`config.mk`:
```
export PLATFORM = sky130hd
export DESIGN_NAME = cache_miss_ctrl
export DESIGN_NICKNAME = d
export VERILOG_FILES = /design/src/rtl/cache_miss_ctrl.sv
export SDC_FILE = /design/constraint.sdc
export NUM_CORES = 1
export LEC_CHECK = 0
export ABC_AREA = 1
export BUFFER_PORTS_ARGS = -buffer_cell sky130_fd_sc_hd__buf_4
export CAP_MARGIN = 20
export CORE_MARGIN = 1.5
export CORE_UTILIZATION = 27
export DETAILED_ROUTE_END_ITERATION = 10
export GPL_TIMING_DRIVEN = 0
export PLACE_DENSITY = 0.68
export SYNTH_ARGS = -nofsm -noshare
export SYNTH_HDL_FRONTEND = slang
export SYNTH_SLANG_ARGS = --single-unit
```
`constraint.sdc`:
```
create_clock -name clk -period 2.2 [get_ports clk]
set_clock_uncertainty 0.05 [all_clocks]
set_input_delay 0.44 -clock clk [delete_from_list [all_inputs] [get_ports clk]]
set_output_delay 0.44 -clock clk [all_outputs]
set_load 0.01 [all_outputs]
```
`src/rtl/cache_miss_ctrl.sv`:
```
// -----------------------------------------------------------------------------
// cache_miss_ctrl
//
// Control FSM for a set-associative data cache. It sits in front of the
// pseudo-LRU array and resolves hit/miss for each CPU access. On a miss it
// picks a victim way, writes it back to physical memory when it is valid and
// dirty, fills the line, and then re-compares so that every response is a hit.
//
// Optional feature macro: INVALID_FIRST_EN
//   defined     - the victim is the lowest-index invalid way when one exists,
//                 otherwise the LRU victim
//   not defined - the victim is always the LRU victim (lru_evict)
//
// Ports
//   clk          in   rising-edge clock
//   rst          in   asynchronous, active-low reset
//   mem_read     in   CPU read request, held until mem_resp
//   mem_write    in   CPU write request, held until mem_resp (wins over read)
//   mem_resp     out  one-cycle access-complete pulse
//   index        in   set index of the CPU address
//   hit_vec      in   per-way tag match (valid-qualified)
//   valid_vec    in   per-way valid bits of the indexed set
//   dirty_vec    in   per-way dirty bits of the indexed set
//   lru_read     out  LRU read strobe; victim appears on lru_evict next cycle
//   lru_load     out  LRU update strobe (hitting compare only)
//   lru_rindex   out  LRU read index (= index)
//   lru_windex   out  LRU write index (= index)
//   lru_recent   out  most recently used way
//   lru_evict    in   registered victim way from the LRU
//   way_sel      out  way addressed by the datapath strobes
//   load_data    out  write the fetched line into way_sel
//   load_tag     out  write the CPU tag into way_sel
//   set_valid    out  set the valid bit of way_sel
//   set_dirty    out  set the dirty bit of way_sel
//   clr_dirty    out  clear the dirty bit of way_sel
//   addr_sel     out  0 = CPU address to pmem, 1 = victim writeback address
//   pmem_read    out  line fetch request, held until pmem_resp
//   pmem_write   out  line writeback request, held until pmem_resp
//   pmem_resp    in   memory completion pulse
// -----------------------------------------------------------------------------
module cache_miss_ctrl #(
    parameter int s_index  = 3,
    parameter int num_ways = 2,
    parameter int width    = $clog2(num_ways)
) (
    input  logic                clk,
    input  logic                rst,
    input  logic                mem_read,
    input  logic                mem_write,
    output logic                mem_resp,
    input  logic [s_index-1:0]  index,
    input  logic [num_ways-1:0] hit_vec,
    input  logic [num_ways-1:0] valid_vec,
    input  logic [num_ways-1:0] dirty_vec,
    output logic                lru_read,
    output logic                lru_load,
    output logic [s_index-1:0]  lru_rindex,
    output logic [s_index-1:0]  lru_windex,
    output logic [width-1:0]    lru_recent,
    input  logic [width-1:0]    lru_evict,
    output logic [width-1:0]    way_sel,
    output logic                load_data,
    output logic                load_tag,
    output logic                set_valid,
    output logic                set_dirty,
    output logic                clr_dirty,
    output logic                addr_sel,
    output logic                pmem_read,
    output logic                pmem_write,
    input  logic                pmem_resp
);

    typedef enum logic [2:0] {
        ST_IDLE,
        ST_COMPARE,
        ST_VICTIM,
        ST_WRITEBACK,
        ST_FETCH
    } state_t;

    state_t             r_state;
    state_t             w_state_next;
    logic [width-1:0]   r_victim_q;

    logic               w_req;
    logic               w_hit;
    logic [width-1:0]   w_hit_way;
    logic [width-1:0]   w_victim;

    assign w_req      = mem_read | mem_write;
    assign w_hit      = |hit_vec;
    assign lru_rindex = index;
    assign lru_windex = index;

    // Lowest-index matching way; hit_vec should be one-hot, this just makes
    // the choice deterministic if it is not.
    always_comb begin
        w_hit_way = '0;
        for (int i = num_ways - 1; i >= 0; i--) begin
            if (hit_vec[i]) begin
                w_hit_way = width'(i);
            end
        end
    end

`ifdef INVALID_FIRST_EN
    // Filling an empty way never costs a writeback and keeps live lines, so an
    // invalid way is preferred over whatever the LRU suggests.
    always_comb begin
        w_victim = lru_evict;
        for (int i = num_ways - 1; i >= 0; i--) begin
            if (!valid_vec[i]) begin
                w_victim = width'(i);
            end
        end
    end
`else
    assign w_victim = lru_evict;
`endif

    // State and captured victim. The victim is only valid on lru_evict in the
    // cycle after lru_read, so it is latched while in VICTIM and held for the
    // rest of the miss.
    always_ff @(posedge clk or negedge rst) begin
        if (!rst) begin
            r_state    <= ST_IDLE;
            r_victim_q <= '0;
        end else begin
            r_state <= w_state_next;
            if (r_state == ST_VICTIM) begin
                r_victim_q <= w_victim;
            end
        end
    end

    // Next state and all strobes. Outputs are decoded from the current state so
    // that reset (which forces IDLE) drops every strobe at once.
    always_comb begin
        w_state_next = r_state;
        mem_resp     = 1'b0;
        lru_read     = 1'b0;
        lru_load     = 1'b0;
        lru_recent   = '0;
        way_sel      = '0;
        load_data    = 1'b0;
        load_tag     = 1'b0;
        set_valid    = 1'b0;
        set_dirty    = 1'b0;
        clr_dirty    = 1'b0;
        addr_sel     = 1'b0;
        pmem_read    = 1'b0;
        pmem_write   = 1'b0;

        case (r_state)
            ST_IDLE: begin
                if (w_req) begin
                    w_state_next = ST_COMPARE;
                end
            end

            ST_COMPARE: begin
                // A request abandoned during a miss still gets its fill, but
                // is not answered and does not touch the LRU.
                if (!w_req) begin
                    w_state_next = ST_IDLE;
                end else if (w_hit) begin
                    mem_resp     = 1'b1;
                    lru_load     = 1'b1;
                    lru_recent   = w_hit_way;
                    way_sel      = w_hit_way;
                    set_dirty    = mem_write;
                    w_state_next = ST_IDLE;
                end else begin
                    lru_read     = 1'b1;
                    w_state_next = ST_VICTIM;
                end
            end

            ST_VICTIM: begin
                way_sel = w_victim;
                if (valid_vec[w_victim] && dirty_vec[w_victim]) begin
                    w_state_next = ST_WRITEBACK;
                end else begin
                    w_state_next = ST_FETCH;
                end
            end

            ST_WRITEBACK: begin
                pmem_write = 1'b1;
                addr_sel   = 1'b1;
                way_sel    = r_victim_q;
                if (pmem_resp) begin
                    clr_dirty    = 1'b1;
                    w_state_next = ST_FETCH;
                end
            end

            ST_FETCH: begin
                pmem_read = 1'b1;
                way_sel   = r_victim_q;
                if (pmem_resp) begin
                    load_data    = 1'b1;
                    load_tag     = 1'b1;
                    set_valid    = 1'b1;
                    w_state_next = ST_COMPARE;
                end
            end

            default: begin
                w_state_next = ST_IDLE;
            end
        endcase
    end

endmodule
```
# After elaboration in Yosys (flattened, before gate mapping)

Cells that the tools add are included.

Output and inout bits: 19
Register bits: 4
Input port bits: 15
Logic and storage cells: 47

Equality and inequality tests: 7
$lt $le $gt $ge: 1
Bitwise gates (word level): 1
Reduce and logical (&&, ||, !) cells: 5
Multiplexer cells: 31

Operators with widths:

| cell                 | number |
|---|---|
| $mux W1              | 23 |
| $pmux W3 S5          | 1 |
| $mux W3              | 4 |
| $eq A3 B2 Y1 const B | 2 |
| $ne A2 B2 Y1 const B | 3 |
| $mux W2              | 2 |
| $reduce_or A2 Y1     | 2 |
| $eq A3 B1 Y1 const B | 1 |
| $eq A3 B3 Y1 const B | 1 |
| $logic_not A3 Y1     | 1 |
| $pmux W1 S3          | 1 |
| $reduce_and A3 Y1    | 1 |
| $lt A1 B2 Y1 const B | 1 |
| $logic_and A1 B1 Y1  | 1 |
| $or A1 B1 Y1         | 1 |

# Longest topological paths before layout

Depth after elaboration: 5
Mapped depth: 6
Depth with buffers taken out: 6

# Worst setup path before layout

OpenSTA, ideal clock, no wires.

Kind: register to output
Start point: register r_state[1]
End point: output port mem_resp
Path slack: 0.590 ns
Data arrival time: 1.120 ns
Required time: 1.710 ns
Stages on the path, launching flop included: 5
Path buffers: 1
Path through: dfrtp_1 > inv_1 > nand3_1 > nor3_1 > buf_4

Cells in the longest elaborated chain, start to end: 2

Ends and longest elaborated chain:

| element                  | line | text |
|---|---|---|
| start: declaration       | 81   | `state_t r_state;` |
| start signal: assignment | 129  | `r_state <= w_state_next;` |
| $eq A3 B1 Y1             | -    |  |
| $mux W1                  | -    |  |
| end: declaration         | 50   | `output logic mem_resp,` |

No other way between the ends.

# Worst setup path in the final report

Start point: register r_state[1]
End point: output port mem_resp

Cells in the longest elaborated chain, start to end: 2

Ends and longest elaborated chain:

| element      | line | text |
|---|---|---|
| $eq A3 B1 Y1 | 154  | `case (r_state)` |
| $mux W1      | 154  |  |

No other way between the ends.

==> flow_summary.json <==
{
  "cts_post_setup_buffers_inserted": 0,
  "place_area_um2": 644,
  "syn_avg_cell_area_um2": 6.36,
  "p_leak_nw": 0.434,
  "multi_input_area_um2": 184,
  "root_buffer": "clkbuf_4",
  "synth_seq_area_share": 0.250,
  "synth_ff_type": "dfrtp_1",
  "grt_pass1_wl_mm": 1.62,
  "synth.distinct_cells": 16,
  "period_share": 0.841,
  "core-area_um2": 1330,
  "die_h_um": 41.5,
  "yosys.area_share.xor_xnor": 0,
  "clk_path_buf_depth": 2,
  "critPathKind": "reg -> out",
  "crit_arrival_ns": 1.36,
  "async_reset_ff_frac": 1.00,
  "drive_above_1_share": 0.515,
  "first_pass_iters": 2,
  "drtIter0Drc": 10,
  "core.rowCount": 13,
  "rsz0062_at_grt": "no",
  "maxCapViolCount": 0,
  "syn_area_um2": 400,
  "n_fill_cell": 138,
  "ys_ff_latch": 4,
  "synth_compound_area_frac": 0.0344,
  "clock_latency_ns": 0.23,
  "hold_path_class": "in -> reg",
  "final-max-slew-violation-count": 0,
  "cts_hold_buf": 1,
  "synth_top_family_by_area": "simple AND/OR/NAND/NOR gates",
  "critPathMaxFanout": 3,
  "setup-tns-final_ns": 0,
  "design_area_um2": 677,
  "dp_hpwl_um": 813,
  "setup_viol": 0,
  "synth_nets": 78,
  "antenna_found_initial": 0,
  "ios": 34,
  "utilization": 0.508,
  "diodes": 0,
  "fp.dieW_um": 41.5,
  "crit_required_ns": 1.71,
  "tightest_slew_ns": 0.245,
  "max_freq_mhz": 540,
  "grt-ovfl-total": 0,
  "gp_congestion": 0.853,
  "grt_usage": 0.122,
  "drc": 0,
  "cts-buffers-inserted": 3,
  "endpoint_kind": "primary output",
  "hold_viol": 0,
  "ctsResizeCount": 0,
  "register_area_um2": 100,
  "fp.dieArea_um2": 1720,
  "initial_core_util": 0.300,
  "synth_edf_count": 0,
  "outcome": "finished, final reports clean",
  "area_delta_synth_final_pct": 69.1,
  "htreeDepth": 1,
  "nets": 114,
  "synthAdderAreaFrac": 0,
  "io_buffer_count": 30,
  "grt_max_degree": 6,
  "cts_tree": "built",
  "vias_per_cell": 4.12,
  "ir_worst_vdd_v": 0.000412,
  "maxSlewHeadroom": 0.836,
  "via_count": 461,
  "clk_pin_slew_ns": 0.03,
  "startpoint_type": "flip-flop",
  "syn_inst": 63,
  "first_global_vias": 427,
  "drt_wl_total_um": 910,
  "synth_warnings": 0,
  "muxShareOfSynthArea": 0,
  "p_per_area_nw_per_um2": 876,
  "synthSimpleGateAreaFrac": 0.425,
  "cts.sinks": 4,
  "ant_nets": 0,
  "wire_per_inst_um": 8.13,
  "period_minus_slack_ns": 1.85
}
power breakdown:
part	total, mW	switching (mW)	internal [mW]
Sequential	0.148	0.0406	0.107
Combinational	0.358	0.179	0.179
Clock	0.0875	0.0267	0.0608
Total	0.593	0.246	0.347
layout make-up:
class | instances | area share
Multi-Input combinational cell | 38 | 0.272
Clock buffer | 3 | 0.0333
Buffer | 10 | 0.111
Inverter | 11 | 0.0610
Timing Repair Buffer | 31 | 0.348
Sequential cell | 4 | 0.148
Tap cell | 15 | 0.0277
Yosys cell counts (2+ instances only):
library cell	instances	area (um^2)
nand2_1	15	56.3
nand3_1	5	25.0
dfrtp_1	4	100
nor2_1	8	30.0
inv_1	10	37.5
nand2_2	2	12.5
buf_4	10	75.1
cell usage in the layout, fill, tap and decap left out, drive strengths merged:
| cell | Yosys | routed |
|---|---|---|
| nor3b | 1 | 1 |
| nor2 | 9 | 9 |
| dfrtp | 4 | 4 |
| clkbuf | 0 | 3 |
| nand3b | 1 | 1 |
| inv | 11 | 11 |
| o21ai | 1 | 1 |
| nor3 | 2 | 2 |
| nand3 | 6 | 6 |
| dlygate4sd3 | 0 | 1 |
| nand2 | 17 | 17 |
| buf | 10 | 40 |
| a21oi | 1 | 1 |
worst max-delay path, stage by stage, from the launching register on:
cell and delay (ns):
dfrtp_1 0.40, inv_1 0.12, nand3_1 0.13, nor3_1 0.23, buf_4 0.15, buf_4 0.10
metrics by stage:
step           power [mW]  std cells  setup WS, ns  hold slack, ns
2_1_floorplan       0.363         63         0.590          0.0944
4_1_cts             0.604        112         0.339           0.415
3_5_place_dp        0.508        108         0.591           0.188
6_report            0.593        112         0.349           0.419
5_1_grt             0.658        112         0.246           0.438
3_3_place_gp        0.506        108         0.610           0.186
kinds of logic after synthesis:
kind of cell           after synthesis
AO/OA/AOI/OAI                        2
buffers and inverters               21
flip-flops                           4
AND/OR/NAND/NOR                     36
per-layer routing:
| layer | up-vias | wire length [um] | GRT usage |
|---|---|---|---|
| li1 | 252 | - | - |
| met1 | 193 | 347 | 0.125 |
| met2 | 16 | 493 | 0.206 |
| met3 | 0 | 69 | 0.0348 |
| met4 | 0 | 0 | 0.0968 |
| met5 | - | 0 | 0 |
sequential cells by signal, summed over array words and instances, names as in the netlist:
register    flops
r_state         3
r_victim_q      1
worst paths after layout:
kind,from,slack (ns),end,cells past startpoint
max,r_state[1],0.35,mem_resp,5
min,lru_evict,0.42,r_victim_q,3
max reg2reg,r_state[1],1.11,r_state[1],5
min reg2reg,r_victim_q,0.50,r_victim_q,2
max in group asynchronous,rst,1.51,r_victim_q,2
min in group asynchronous,rst,0.49,r_state[0],2
Note: power is estimated with default switching activity, not from simulation.
